### src/rtl/sata_link_arbiter_pkg.sv
// Shared types and constants for the SATA link arbiter: state encoding,
// failure codes and the saturating counter helper.
package sata_link_arbiter_pkg;

  localparam int SIZE_W = 24;
  localparam int CNT_W  = 24;

  typedef enum logic [3:0] {
    ST_IDLE    = 4'd0,
    ST_START   = 4'd1,
    ST_XMIT    = 4'd2,
    ST_RX      = 4'd3,
    ST_ESCAPE  = 4'd4,
    ST_BACKOFF = 4'd5,
    ST_DONE    = 4'd6,
    ST_FAIL    = 4'd7
  } arb_state_t;

  localparam logic [1:0] ERR_NONE      = 2'd0;
  localparam logic [1:0] ERR_RETRY     = 2'd1;
  localparam logic [1:0] ERR_ZERO_SIZE = 2'd2;
  localparam logic [1:0] ERR_PHY_LOST  = 2'd3;

  function automatic logic [CNT_W-1:0] sat_inc(input logic [CNT_W-1:0] v);
    return (v == {CNT_W{1'b1}}) ? v : v + CNT_W'(1);
  endfunction

endpackage

### src/rtl/sata_link_arbiter_if.sv
// Transport/link-layer signal bundle around the arbiter. The slave modport
// is the arbiter's view; master is the surrounding environment.
interface sata_link_arbiter_if;
  import sata_link_arbiter_pkg::*;

  logic              phy_ready;
  logic              link_layer_ready;
  logic              detect_x_rdy;
  logic              tx_req;
  logic [SIZE_W-1:0] tx_size;
  logic              write_finished;
  logic              xmit_error;
  logic              read_start;
  logic              read_finished;
  logic              write_start;
  logic [SIZE_W-1:0] write_size;
  logic              sync_escape;
  logic              tx_grant;
  logic              tx_done;
  logic              tx_fail;
  logic [1:0]        tx_err_code;
  logic              rx_busy;
  logic [3:0]        retry_count;
  logic [3:0]        arb_state;

  modport slave (
    input  phy_ready, link_layer_ready, detect_x_rdy, tx_req, tx_size,
           write_finished, xmit_error, read_start, read_finished,
    output write_start, write_size, sync_escape, tx_grant, tx_done, tx_fail,
           tx_err_code, rx_busy, retry_count, arb_state
  );

  modport master (
    output phy_ready, link_layer_ready, detect_x_rdy, tx_req, tx_size,
           write_finished, xmit_error, read_start, read_finished,
    input  write_start, write_size, sync_escape, tx_grant, tx_done, tx_fail,
           tx_err_code, rx_busy, retry_count, arb_state
  );

endinterface

### src/rtl/sata_link_arbiter.sv
// Shares the SATA link between local transmit frames and remote receive
// frames, with retry/backoff, collision yield and a stall watchdog.
module sata_link_arbiter
  import sata_link_arbiter_pkg::*;
#(
  parameter int unsigned MAX_RETRY      = 3,
  parameter logic [23:0] TIMEOUT        = 24'd1000000,
  parameter int unsigned ESCAPE_CYCLES  = 4,
  parameter int unsigned BACKOFF_CYCLES = 8
) (
  input logic                clk,
  input logic                rst,
  sata_link_arbiter_if.slave bus
);

  localparam logic [CNT_W-1:0] TIMEOUT_LAST = TIMEOUT - 24'd1;
  localparam logic [CNT_W-1:0] ESCAPE_LEN   = CNT_W'(ESCAPE_CYCLES);
  localparam logic [CNT_W-1:0] BACKOFF_LAST = CNT_W'(BACKOFF_CYCLES - 1);
  localparam logic [3:0]       RETRY_LIMIT  = 4'(MAX_RETRY);

  arb_state_t        state_r, state_nx;
  logic [CNT_W-1:0]  cnt_r, cnt_nx;
  logic [3:0]        retry_r, retry_nx, retry_inc;
  logic              tx_err_r, tx_err_nx;
  logic [SIZE_W-1:0] size_r, size_nx;
  logic [1:0]        err_code_r, err_code_nx;
  logic              write_start_r, sync_escape_r, tx_grant_r;
  logic              tx_done_r, tx_fail_r, rx_busy_r;
  logic              phy_loss, tx_pending;

  assign retry_inc  = retry_r + 4'd1;
  assign phy_loss   = !bus.phy_ready &&
                      (state_r inside {ST_START, ST_XMIT, ST_RX, ST_ESCAPE, ST_BACKOFF});
  // An escape raised by our own frame still counts as a pending transmit.
  assign tx_pending = (state_r inside {ST_START, ST_XMIT, ST_BACKOFF}) ||
                      (state_r == ST_ESCAPE && tx_err_r);
  // Watchdog and backoff share one counter, restarted on every state change.
  assign cnt_nx     = (state_nx != state_r) ? {CNT_W{1'b0}} : sat_inc(cnt_r);

  // Next-state, retry bookkeeping and failure code selection.
  always_comb begin
    state_nx    = state_r;
    retry_nx    = retry_r;
    tx_err_nx   = tx_err_r;
    size_nx     = size_r;
    err_code_nx = ERR_NONE;
    if (phy_loss) begin
      if (tx_pending) begin
        state_nx    = ST_FAIL;
        err_code_nx = ERR_PHY_LOST;
      end else begin
        state_nx    = ST_IDLE;
      end
    end else begin
      case (state_r)
        ST_IDLE: begin
          if (!bus.phy_ready) begin
            state_nx = ST_IDLE;
          end else if (bus.detect_x_rdy || bus.read_start) begin
            state_nx = ST_RX;
          end else if (bus.tx_req && bus.link_layer_ready) begin
            if (bus.tx_size == {SIZE_W{1'b0}}) begin
              state_nx    = ST_FAIL;
              err_code_nx = ERR_ZERO_SIZE;
            end else begin
              state_nx = ST_START;
              size_nx  = bus.tx_size;
            end
          end else begin
            state_nx = ST_IDLE;
          end
        end
        ST_START: state_nx = ST_XMIT;
        ST_XMIT: begin
          if (bus.write_finished) begin
            state_nx = ST_DONE;
          end else if (bus.xmit_error) begin
            retry_nx = retry_inc;
            if (retry_inc > RETRY_LIMIT) begin
              state_nx    = ST_FAIL;
              err_code_nx = ERR_RETRY;
            end else begin
              state_nx = ST_BACKOFF;
            end
          end else if (bus.read_start) begin
            state_nx = ST_RX;
          end else if (cnt_r >= TIMEOUT_LAST) begin
            state_nx  = ST_ESCAPE;
            tx_err_nx = 1'b1;
          end else begin
            state_nx = ST_XMIT;
          end
        end
        ST_RX: begin
          if (bus.read_finished) begin
            state_nx = ST_IDLE;
          end else if (cnt_r >= TIMEOUT_LAST) begin
            state_nx  = ST_ESCAPE;
            tx_err_nx = 1'b0;
          end else begin
            state_nx = ST_RX;
          end
        end
        ST_ESCAPE: begin
          if (cnt_r < ESCAPE_LEN || !bus.link_layer_ready) begin
            state_nx = ST_ESCAPE;
          end else if (tx_err_r) begin
            retry_nx = retry_inc;
            if (retry_inc > RETRY_LIMIT) begin
              state_nx    = ST_FAIL;
              err_code_nx = ERR_RETRY;
            end else begin
              state_nx = ST_BACKOFF;
            end
          end else begin
            state_nx = ST_IDLE;
          end
        end
        ST_BACKOFF: begin
          if (cnt_r >= BACKOFF_LAST) begin
            state_nx = ST_IDLE;
          end else begin
            state_nx = ST_BACKOFF;
          end
        end
        ST_DONE, ST_FAIL: begin
          state_nx = ST_IDLE;
          retry_nx = 4'd0;
        end
        default: begin
          state_nx = ST_IDLE;
          retry_nx = 4'd0;
        end
      endcase
    end
  end

  // State register and registered outputs, all decoded from the next state.
  always_ff @(posedge clk) begin
    if (rst) begin
      state_r       <= ST_IDLE;
      cnt_r         <= {CNT_W{1'b0}};
      retry_r       <= 4'd0;
      tx_err_r      <= 1'b0;
      size_r        <= {SIZE_W{1'b0}};
      err_code_r    <= ERR_NONE;
      write_start_r <= 1'b0;
      sync_escape_r <= 1'b0;
      tx_grant_r    <= 1'b0;
      tx_done_r     <= 1'b0;
      tx_fail_r     <= 1'b0;
      rx_busy_r     <= 1'b0;
    end else begin
      state_r       <= state_nx;
      cnt_r         <= cnt_nx;
      retry_r       <= retry_nx;
      tx_err_r      <= tx_err_nx;
      size_r        <= size_nx;
      err_code_r    <= err_code_nx;
      write_start_r <= (state_nx == ST_START);
      sync_escape_r <= (state_nx == ST_ESCAPE) && (cnt_nx < ESCAPE_LEN);
      tx_grant_r    <= (state_nx inside {ST_START, ST_XMIT}) ||
                       (state_nx == ST_ESCAPE && tx_err_nx);
      tx_done_r     <= (state_nx == ST_DONE);
      tx_fail_r     <= (state_nx == ST_FAIL);
      rx_busy_r     <= (state_nx == ST_RX);
    end
  end

  assign bus.write_start = write_start_r;
  assign bus.write_size  = size_r;
  assign bus.sync_escape = sync_escape_r;
  assign bus.tx_grant    = tx_grant_r;
  assign bus.tx_done     = tx_done_r;
  assign bus.tx_fail     = tx_fail_r;
  assign bus.tx_err_code = err_code_r;
  assign bus.rx_busy     = rx_busy_r;
  assign bus.retry_count = retry_r;
  assign bus.arb_state   = state_r;

endmodule
### src/flat_wrapper.sv
// flat-port wrapper written by rule: the top's interface ports become plain ports
module sata_link_arbiter_flat import sata_link_arbiter_pkg::*;
#(
  parameter int unsigned MAX_RETRY      = 3,
  parameter logic [23:0] TIMEOUT        = 24'd1000000,
  parameter int unsigned ESCAPE_CYCLES  = 4,
  parameter int unsigned BACKOFF_CYCLES = 8
)
  (clk, rst, bus_phy_ready, bus_link_layer_ready, bus_detect_x_rdy, bus_tx_req, bus_tx_size, bus_write_finished, bus_xmit_error, bus_read_start, bus_read_finished, bus_write_start, bus_write_size, bus_sync_escape, bus_tx_grant, bus_tx_done, bus_tx_fail, bus_tx_err_code, bus_rx_busy, bus_retry_count, bus_arb_state);
  sata_link_arbiter_if bus_i ();
  input logic clk;
  input logic rst;
  input wire logic [$bits(bus_i.phy_ready)-1:0] bus_phy_ready;
  input wire logic [$bits(bus_i.link_layer_ready)-1:0] bus_link_layer_ready;
  input wire logic [$bits(bus_i.detect_x_rdy)-1:0] bus_detect_x_rdy;
  input wire logic [$bits(bus_i.tx_req)-1:0] bus_tx_req;
  input wire logic [$bits(bus_i.tx_size)-1:0] bus_tx_size;
  input wire logic [$bits(bus_i.write_finished)-1:0] bus_write_finished;
  input wire logic [$bits(bus_i.xmit_error)-1:0] bus_xmit_error;
  input wire logic [$bits(bus_i.read_start)-1:0] bus_read_start;
  input wire logic [$bits(bus_i.read_finished)-1:0] bus_read_finished;
  output wire logic [$bits(bus_i.write_start)-1:0] bus_write_start;
  output wire logic [$bits(bus_i.write_size)-1:0] bus_write_size;
  output wire logic [$bits(bus_i.sync_escape)-1:0] bus_sync_escape;
  output wire logic [$bits(bus_i.tx_grant)-1:0] bus_tx_grant;
  output wire logic [$bits(bus_i.tx_done)-1:0] bus_tx_done;
  output wire logic [$bits(bus_i.tx_fail)-1:0] bus_tx_fail;
  output wire logic [$bits(bus_i.tx_err_code)-1:0] bus_tx_err_code;
  output wire logic [$bits(bus_i.rx_busy)-1:0] bus_rx_busy;
  output wire logic [$bits(bus_i.retry_count)-1:0] bus_retry_count;
  output wire logic [$bits(bus_i.arb_state)-1:0] bus_arb_state;
  assign bus_i.phy_ready = bus_phy_ready;
  assign bus_i.link_layer_ready = bus_link_layer_ready;
  assign bus_i.detect_x_rdy = bus_detect_x_rdy;
  assign bus_i.tx_req = bus_tx_req;
  assign bus_i.tx_size = bus_tx_size;
  assign bus_i.write_finished = bus_write_finished;
  assign bus_i.xmit_error = bus_xmit_error;
  assign bus_i.read_start = bus_read_start;
  assign bus_i.read_finished = bus_read_finished;
  assign bus_write_start = bus_i.write_start;
  assign bus_write_size = bus_i.write_size;
  assign bus_sync_escape = bus_i.sync_escape;
  assign bus_tx_grant = bus_i.tx_grant;
  assign bus_tx_done = bus_i.tx_done;
  assign bus_tx_fail = bus_i.tx_fail;
  assign bus_tx_err_code = bus_i.tx_err_code;
  assign bus_rx_busy = bus_i.rx_busy;
  assign bus_retry_count = bus_i.retry_count;
  assign bus_arb_state = bus_i.arb_state;
  sata_link_arbiter #(.MAX_RETRY(MAX_RETRY), .TIMEOUT(TIMEOUT), .ESCAPE_CYCLES(ESCAPE_CYCLES), .BACKOFF_CYCLES(BACKOFF_CYCLES)) u_core (.clk(clk), .rst(rst), .bus(bus_i));
endmodule
### config.mk
export PLATFORM = sky130hd
export DESIGN_NAME = sata_link_arbiter_flat
export DESIGN_NICKNAME = d
export VERILOG_FILES = /design/src/rtl/sata_link_arbiter_pkg.sv /design/src/rtl/sata_link_arbiter_if.sv /design/src/rtl/sata_link_arbiter.sv /design/src/flat_wrapper.sv
export SDC_FILE = /design/constraint.sdc
export NUM_CORES = 1
export LEC_CHECK = 0
export ABC_CLOCK_PERIOD_IN_PS = 3600
export CORE_MARGIN = 1
export CORE_UTILIZATION = 30
export DETAILED_ROUTE_END_ITERATION = 10
export GPL_ROUTABILITY_DRIVEN = 0
export PLACE_DENSITY = 0.59
export SETUP_SLACK_MARGIN = 0.3
export SYNTH_ARGS = -nofsm -noshare
export SYNTH_HDL_FRONTEND = slang
export SYNTH_SLANG_ARGS = --single-unit
### constraint.sdc
create_clock -name clk -period 3.6 [get_ports clk]
set_input_delay 0.9 -clock clk [delete_from_list [all_inputs] [get_ports clk]]
set_output_delay 0.9 -clock clk [all_outputs]
set_load 0.1 [all_outputs]
## Yosys cells after proc, flatten, opt, wreduce, memory -nomap -nowiden

Cells that the tools add are included.

- Register bits: 65
- Input bits: 34
- Output and inout port bits: 40
- Word-level logic and storage cells: 103

- Add/sub/neg operators: 2
- $lt $le $gt $ge: 5
- Equality and inequality tests: 17
- Multiplexer cells: 44
- Bitwise logic cells: 4
- Reductions and logical operators: 19

Operators by type and width:

| kind | count |
|---|---|
| 24-bit by 3-bit less-than comparator with 1-bit output (second input constant) | 2 |
| 24-bit 2-to-1 mux | 2 |
| 4-bit 2-to-1 mux | 12 |
| 24-bit by 1-bit adder with 24-bit output (second input constant) | 1 |
| 24-bit equality test (second input constant) | 1 |
| 24-bit by 20-bit >= comparator with 1-bit output (second input constant) | 1 |
| 24-bit by 3-bit >= comparator with 1-bit output (second input constant) | 1 |
| 24-bit zero test | 1 |
| 4-bit case mux with 6 select lines | 1 |
| 2-bit 2-to-1 mux | 11 |
| 3-bit 2-to-1 mux | 7 |
| 4-bit by 3-bit equality test with 1-bit output (second input constant) | 5 |
| 4-bit by 2-bit equality test with 1-bit output (second input constant) | 4 |
| 4-bit case mux with 3 select lines | 1 |
| 6-bit AND reduction | 2 |
| 4-bit by 1-bit equality test with 1-bit output (second input constant) | 2 |
| 1-bit 2-to-1 mux | 8 |
| 2-bit inequality test (second input constant) | 3 |
| 2-bit case mux with 3 select lines | 1 |
| 1-bit logical AND | 5 |
| 5-bit nonzero test | 1 |
| 4-bit by 1-bit adder with 4-bit output (second input constant) | 1 |
| 4-bit by 2-bit > comparator with 1-bit output (second input constant) | 1 |
| 4-bit zero test | 1 |
| 9 further kinds | 16 |

## Depth between registers and ports, before layout

Gate-level depths: netlist (run 1).

- Word-level depth: 11
- Depth in mapped cells: 10
- Mapped depth without buffers: 9

## Least setup slack after synthesis (run 1)

No wires, ideal clock.

- Path kind: reg2reg
- From: register u_core.state_r[1], in the netlist u_core.bus.arb_state[1]
- To: register u_core.cnt_r[7]
- Library setup time: 0.063 ns
- Data arrival time: 3.059 ns
- Data required time: 3.537 ns
- Path slack: 0.478 ns
- Cell stages (with the launch flop): 10
- Path buffers: 2
- Period minus slack after synthesis: 3.122 ns
- Cells stage by stage: dfxtp_1 -> buf_6 -> or4b_2 -> nor4_1 -> a211oi_1 -> and3_1 -> o221ai_1 -> o2111ai_4 -> buf_6 -> nor2_2

- Word-level cells in the longest chain between the ends: 7
- Elaborated cells between the ends (all ways): 16
- Classes of those cells: eq/ne: 6; mux: 4; reduce/logical: 6

Ends and longest elaborated chain:

| element | RTL line | text |
|---|---|---|
| start, declared | sata_link_arbiter.sv:21 | `arb_state_t state_r, state_nx;` |
| start signal, assigned | sata_link_arbiter.sv:154 | `state_r <= state_nx;` |
| 4-bit by 1-bit equality test with 1-bit output (tied with other cells) | sata_link_arbiter.sv:33, sata_link_arbiter.sv:35, sata_link_arbiter.sv:55 |  |
| 3-bit nonzero test / 1-bit logical AND (equally long branches) | sata_link_arbiter.sv:35, sata_link_arbiter.sv:36 |  |
| 1-bit logical OR | sata_link_arbiter.sv:35 | `assign tx_pending = (state_r inside {ST_START, ST_XMIT, ST_BACKOFF}) \|\|` |
| 3-bit 2-to-1 mux | sata_link_arbiter.sv:48 | `if (tx_pending) begin` |
| 4-bit 2-to-1 mux | sata_link_arbiter.sv:47 | `if (phy_loss) begin` |
| 4-bit inequality test * | sata_link_arbiter.sv:38 | `assign cnt_nx = (state_nx != state_r) ? {CNT_W{1'b0}} : sat_inc(cnt_r);` |
| 24-bit 2-to-1 mux * | sata_link_arbiter.sv:38 |  |
| end signal, assigned | sata_link_arbiter.sv:142 | `cnt_r <= {CNT_W{1'b0}};` |
| end signal, assigned | sata_link_arbiter.sv:155 | `cnt_r <= cnt_nx;` |
| end, declared | sata_link_arbiter.sv:22 | `logic [CNT_W-1:0] cnt_r, cnt_nx;` |

Every way passes the cells marked *; elsewhere a longest branch is shown, timed or not.
A chain may end at the register's enable or synchronous reset.

## Final worst setup path (run 1)

- From: input bus_phy_ready
- To: register u_core.cnt_r[2]

- Word-level cells in the longest chain between the ends: 5
- Elaborated cells between the ends (all ways): 7
- Classes of those cells: eq/ne: 1; mux: 4; reduce/logical: 2

Ends and longest elaborated chain:

| element | RTL line | text |
|---|---|---|
| start, declared | flat_wrapper.sv:13 | `input wire logic [$bits(bus_i.phy_ready)-1:0] bus_phy_ready;` |
| 4-bit 2-to-1 mux / 1-bit zero test (equally long branches) | sata_link_arbiter.sv:57, sata_link_arbiter.sv:32 |  |
| 4-bit case mux with 6 select lines / 1-bit logical AND (equally long branches) | sata_link_arbiter.sv:55, sata_link_arbiter.sv:32 |  |
| 4-bit 2-to-1 mux * | sata_link_arbiter.sv:47 |  |
| 4-bit inequality test * | sata_link_arbiter.sv:38 |  |
| 24-bit 2-to-1 mux * | sata_link_arbiter.sv:38 |  |

Marks and branches as above.

==> results.py, run 1 <==
metrics = {
    "clock_network": {
        "clk_latency_ps": 330,
        "clock_path_buffers": 2,
        "cts_max_level": 3,
        "numClockSinks": 64,
        "clk_pin_slew_ps": 50,
        "ctsRootBufferMaster": "clkbuf_16",
        "numCtsBuffers": 9,
        "holdBufCountCts": 0,
        "cts_tree": "built",
    },
    "synth": {
        "syn_area_mm2": 0.00373,
        "ys_warn_count": 0,
        "synth_common_cells": "nor2_1 (73), dfxtp_1 (64), nand2_1 (33)",
        "syn-instance-count": 449,
        "synth_edf_count": 0,
        "syn_nets": 485,
        "yosys.cell_types.count": 69,
        "synthFlopType": "dfxtp_1",
        "synthArstFlopShare_pct": 0,
        "synth.most_common_cell": "nor2_1",
        "synth_top_area_cell": "dfxtp_1",
        "netlist.area_leader.share_pct": 34.3,
        "yosysSeqAreaShare_pct": 34.3,
        "syn-mean-instance-area_um2": 8.32,
        "ys_top_cells_by_area": "dfxtp_1 (34%), nor2_1 (7.3%), mux2i_1 (7.2%), buf_6 (3.6%), nand2_1 (3.3%)",
        "ys_seq_elements": 64,
    },
    "placement": {
        "port_buffers": 72,
        "dpl_cell_area_mm2": 0.00449,
        "post-place-cells": 674,
        "dpl.hpwl_um": 7240,
    },
    "power_and_ir_drop": {
        "leakage_nw": 1.91,
        "irDropWorstVdd_mv": 0.477,
        "power.density_mw_per_mm2": 598,
        "finalPower_w": 0.00290,
    },
    "routing": {
        "ant_nets": 0,
        "drcViolationCount": 0,
        "first_iter_violations": 199,
        "vias": 3534,
        "dr.pass1.iters": 4,
        "routed_wl_um": 9740,
        "avgRoutedWirePerCell_um": 14.1,
        "vias_per_cell": 5.11,
    },
    "hold_path": {
        "holdPathStages": 2,
        "min_path_type": "register to register",
        "min_from": "u_core.bus.write_size[9]",
        "hold_end": "u_core.bus.write_size[9]",
    },
    "setup_path": {
        "r2r_start": "u_core.cnt_r[20]",
        "critPathKind": "primary input to register",
        "reg2reg_slack_ps": 440,
        "crit_chain": "clkdlybuf4s50_1, or4b_2, nor4_4, a211oi_1, and3_1, o221ai_2, o2111ai_4, buf_4, a211oi_1",
        "r2r_end": "u_core.cnt_r[2]",
        "startpoint_type": "primary input",
        "reg2reg_depth": 9,
        "setup.worst_path.end_class": "register",
        "slowest_delay_ps": 680,
        "cpMaxStageDelayCell": "or4b_2",
        "path_max_fanout": 6,
        "cp_data_arrival_time_ps": 3460,
        "required_ps": 3830,
        "crit_top_cell": "a211oi_1",
    },
    "timing": {
        "slew_violations": 0,
        "max_freq_ghz": 0.310,
        "final_hold_viol_count": 0,
        "fin_crit_sh_pct": 89.7,
        "period_needed_ps": 3230,
        "max_slew_margin_pct": 33.4,
        "fin_skew_ps": 8.10,
        "whs_ps": 497,
        "rsz0062_at_grt": "true",
        "setup_viol": 0,
        "worst_pin_slew_ps": 996,
    },
    "final_layout": {
        "area_growth_syn_to_layout_pct": 30.0,
        "finalNonFillerCells": 691,
        "design_area_mm2": 0.00486,
        "antennaDiodeCount": 0,
        "fillers": 1226,
        "layout.nets": 554,
        "drive_gt1_share_pct": 15.7,
        "utilization_pct": 40.3,
    },
    "floorplanning": {
        "die_y_um": 114,
        "die-width_um": 114,
        "start_util_pct": 31.0,
        "fp.coreArea_mm2": 0.0121,
        "ioPinCount": 74,
        "die_area_mm2": 0.0129,
        "rows": 40,
    },
    "flow_run": {
        "cap_violations": 0,
    },
    "global_routing": {
        "grt_pass1_vias": 3349,
        "antenna_found_initial": 0,
        "grt_max_degree": 26,
        "grt_pass1_wl_um": 16200,
        "grt-ovfl-total": 0,
        "track_usage_pct": 15.7,
    },
    "status": {
        "status": "finished clean",
    },
}
worst max-delay path, delay by kind of cell:
kind	cells	cell delay (ps)
AND/OR/NAND/NOR	3	1180
buffers and inverters	2	710
AO/OA/AOI/OAI	4	690
final cells by class:
type                    count  area, um^2  share of cell area (%)
inverters                   6        22.5                   0.464
multi-input cells         349        2210                    45.5
repair buffers             88         800                    16.5
clock buffers              10         239                    4.92
clock inverters             6        91.3                    1.88
well taps                 168         210                    4.33
flip-flops and latches     64        1280                    26.4
metal layers:
metal | vias up | GRT usage [%] | part of all wire (%) | wire length [um]
li1 | 1760 | - | - | -
met1 | 1643 | 20.2 | 46 | 4510
met2 | 113 | 25.0 | 46 | 4450
met3 | 18 | 3.29 | 5.3 | 515
met4 | 0 | 7.89 | 2.6 | 256
met5 | - | 0 | 0 | 0
power breakdown:
group	leakage (nW)	switching [W]	internal (W)
Combinational	1.23	0.000783	0.000392
Clock	0.163	0.000326	0.000628
Sequential	0.518	0.0000199	0.000755
flip-flops by register name (all words and copies together) (netlist names):
| signal | count |
|---|---|
| u_core.bus.rx_busy | 1 |
| u_core.tx_err_r | 1 |
| u_core.cnt_r | 24 |
| u_core.bus.tx_done | 1 |
| u_core.bus.tx_fail | 1 |
| u_core.bus.arb_state | 3 |
| u_core.bus.tx_grant | 1 |
| u_core.bus.sync_escape | 1 |
| u_core.bus.write_size | 24 |
| u_core.bus.tx_err_code | 2 |
| u_core.bus.write_start | 1 |
| u_core.bus.retry_count | 4 |
worst max path at each step:
stage / from / slack, ps / depth (start not counted) / to
finish: bus_phy_ready / 370 / 9 / u_core.cnt_r[2]
global route: bus_phy_ready / 270 / 9 / u_core.cnt_r[2]
CTS: u_core.cnt_r[20] / 330 / 9 / u_core.cnt_r[2]
detailed placement: bus_phy_ready / -140 / 9 / u_core.cnt_r[2]
global placement: bus_phy_ready / -20 / 9 / u_core.cnt_r[15]
floorplan: u_core.bus.arb_state[1] / 480 / 9 / u_core.cnt_r[7]
logic make-up (layout without fill, tap and decap cells):
| family | count (synthesis) | in the layout | synth area share [%] |
|---|---|---|---|
| AO/OA/AOI/OAI | 75 | 75 | 14.1 |
| XOR/XNOR | 21 | 21 | 4.92 |
| adder cells (fa/ha/maj) | 2 | 2 | 0.670 |
| buffers and inverters | 36 | 110 | 7.24 |
| multiplexers | 28 | 28 | 7.54 |
| other | 1 | 1 | 0.100 |
| AND/OR/NAND/NOR | 222 | 222 | 31.1 |
| flip-flops | 64 | 64 | 34.3 |
stage by stage:
step                      setup TNS, ps  setup WS, ps
after global routing                  0           273
final                                 0           370
after global placement            -23.1         -15.6
after CTS                             0           330
after floorplan                       0           478
after detailed placement          -2000          -136
timing repair:
action | CTS | global route
setup buffers | 0 | 1
pin swaps | 1 | 1
setup endpoints to repair | 20 | 21
resized for setup | 2 | 6
cells in the final DEF, fill, tap and decap left out, types with 10 or more instances in the layout:
master and instances:
nand3_1 19, nand4_1 10, clkdlybuf4s50_1 54, o21ai_0 14
xor2_1 10, mux2i_1 27, buf_4 33, nor2_2 10
dfxtp_1 62, a21oi_1 17, xnor2_1 11, and3_1 10
nor4_1 17, nand2_1 33, nor3_1 14, nor2_1 73
Note: power is estimated with default switching activity, not from simulation.
==> run 2, diff against run 1 <==
--- a/config.mk
+++ b/config.mk
@@ -6,11 +6,13 @@
 export NUM_CORES = 1
 export LEC_CHECK = 0
 export ABC_CLOCK_PERIOD_IN_PS = 3600
+export CORE_ASPECT_RATIO = 0.5
 export CORE_MARGIN = 1
-export CORE_UTILIZATION = 30
+export CORE_UTILIZATION = 35
+export CTS_BUF_LIST = sky130_fd_sc_hd__clkbuf_2
 export DETAILED_ROUTE_END_ITERATION = 10
 export GPL_ROUTABILITY_DRIVEN = 0
-export PLACE_DENSITY = 0.59
+export PLACE_DENSITY = 0.66
 export SETUP_SLACK_MARGIN = 0.3
 export SYNTH_ARGS = -nofsm -noshare
 export SYNTH_HDL_FRONTEND = slang
==> results.py, run 2 (synthesized netlist as in run 1, its figures left out) <==
metrics = {
    "status": {
        "status": "finished clean",
    },
    "floorplanning": {
        "die_area_mm2": 0.0111,
        "ioPinCount": 74,
        "start_util_pct": 36.3,
        "fp.coreArea_mm2": 0.0103,
        "rows": 26,
        "die_y_um": 75.0,
        "die-width_um": 148,
    },
    "clock_network": {
        "clk_latency_ps": 500,
        "holdBufCountCts": 0,
        "clk_pin_slew_ps": 180,
        "cts_max_level": 3,
        "ctsRootBufferMaster": "clkbuf_2",
        "numCtsBuffers": 9,
        "clock_path_buffers": 2,
        "numClockSinks": 64,
        "cts_tree": "built",
    },
    "timing": {
        "slew_violations": 0,
        "period_needed_ps": 3220,
        "rsz0062_at_grt": "true",
        "fin_crit_sh_pct": 89.5,
        "setup_slack_ps": 376,
        "whs_ps": 512,
        "worst_pin_slew_ps": 973,
        "setup_viol": 0,
        "fin_setup_tns_ps": 0,
        "max_freq_ghz": 0.310,
        "fin_skew_ps": 35.8,
        "max_slew_margin_pct": 34.9,
        "final_hold_viol_count": 0,
    },
    "setup_path": {
        "cp_data_arrival_time_ps": 3640,
        "path_max_fanout": 5,
        "critPathKind": "register to register",
        "setup.worst_path.end_class": "register",
        "startpoint_type": "register",
        "required_ps": 4010,
    },
    "global_routing": {
        "track_usage_pct": 18.4,
        "grt-ovfl-total": 0,
        "grt_pass1_wl_um": 16100,
        "grt_max_degree": 26,
        "grt_pass1_vias": 3150,
        "antenna_found_initial": 1,
    },
    "routing": {
        "drcViolationCount": 0,
        "first_iter_violations": 397,
        "ant_nets": 0,
        "avgRoutedWirePerCell_um": 14.7,
        "routed_wl_um": 9890,
        "vias": 3599,
        "vias_per_cell": 5.34,
        "dr.pass1.iters": 5,
    },
    "final_layout": {
        "final_common_cell": "nor2_1",
        "area_growth_syn_to_layout_pct": 25.4,
        "layout.nets": 565,
        "drive_gt1_share_pct": 19.3,
        "final_cell_mix": "nor2_1 (73), dfxtp_1 (63), buf_4 (56)",
    },
    "placement": {
        "port_buffers": 72,
        "dpl.hpwl_um": 7210,
        "place_ws_ps": -45.1,
    },
    "power_and_ir_drop": {
        "irDropWorstVdd_mv": 0.385,
        "leakage_nw": 1.92,
        "power.density_mw_per_mm2": 533,
    },
    "hold_path": {
        "min_path_type": "register to register",
    },
    "flow_run": {
        "cap_violations": 0,
    },
}
run 2: cell types whose count changed in the layout (fill, tap and decap cells not counted), moves of 2 or more:
| cell | before | now |
|---|---|---|
| buf_4 | 33 | 56 |
| clkbuf_16 | 9 | 1 |
| clkbuf_2 | 0 | 10 |
| clkdlybuf4s50_1 | 54 | 40 |
| clkinv_1 | 0 | 2 |
| clkinv_4 | 2 | 0 |
| dfxtp_2 | 2 | 0 |
run 2: metrics by stage:
stage / utilization, % / cell area (um^2) / power (W) / cells
global route: 45.6 / 4680 / 0.00263 / 674
finish: 45.6 / 4680 / 0.00249 / 674
global placement: 43.2 / 4440 / 0.00196 / 648
detailed placement: 43.2 / 4440 / 0.00197 / 648
CTS: 44.4 / 4570 / 0.00246 / 663
floorplan: - / 3730 / 0.00168 / 449
run 2: worst paths after layout:
check | startpoint | endpoint | slack, ps | cells past startpoint
worst max register to register | u_core.cnt_r[21] | u_core.cnt_r[2] | 380 | 9
worst max-delay path | u_core.cnt_r[21] | u_core.cnt_r[2] | 380 | 9
worst min-delay path | u_core.cnt_r[1] | u_core.cnt_r[1] | 510 | 2
worst min register to register | u_core.cnt_r[1] | u_core.cnt_r[1] | 510 | 2
run 2: per-layer routing:
layer	routed length [um]	part of all wire, %	global-route usage [%]	vias to the layer above
met5	0	0	0	-
met4	115	1.2	5.96	0
met3	554	5.6	4.00	11
met2	4250	43	26.9	117
met1	4970	50	26.7	1689
li1	-	-	-	1782
run 2: repair_timing:
| item | in CTS | in global routing |
|---|---|---|
| gates cloned | 0 | 1 |
| resized for setup | 1 | 7 |
| setup endpoints to repair | 2 | 25 |
| setup buffers | 0 | 9 |
| pin swaps | 0 | 5 |
run 2: power breakdown:
part | internal, W | total, W | switching [W] | leakage [nW]
sequential | 0.000754 | 0.000778 | 0.0000246 | 0.518
clock | 0.000224 | 0.000479 | 0.000255 | 0.0769
combinational | 0.000438 | 0.00124 | 0.000799 | 1.33
run 2: worst max-delay path, stage by stage, from the launching register on:
cell       delay, ps
dfxtp_4          400
or4_4            570
nand4b_4         190
a2111o_1         420
and3_4           200
or4b_4           580
nor3_4           240
o2111ai_4        200
buf_12           200
a211oi_2         140
run 2: cell type report:
class | count | area [um^2]
clock buffers | 10 | 50.0
multi-input cells | 349 | 2200
inverters | 6 | 22.5
diodes | 1 | 2.50
well taps | 140 | 175
clock inverters | 5 | 72.6
repair buffers | 99 | 877
flip-flops and latches | 64 | 1280
fillers | 1036 | 5600
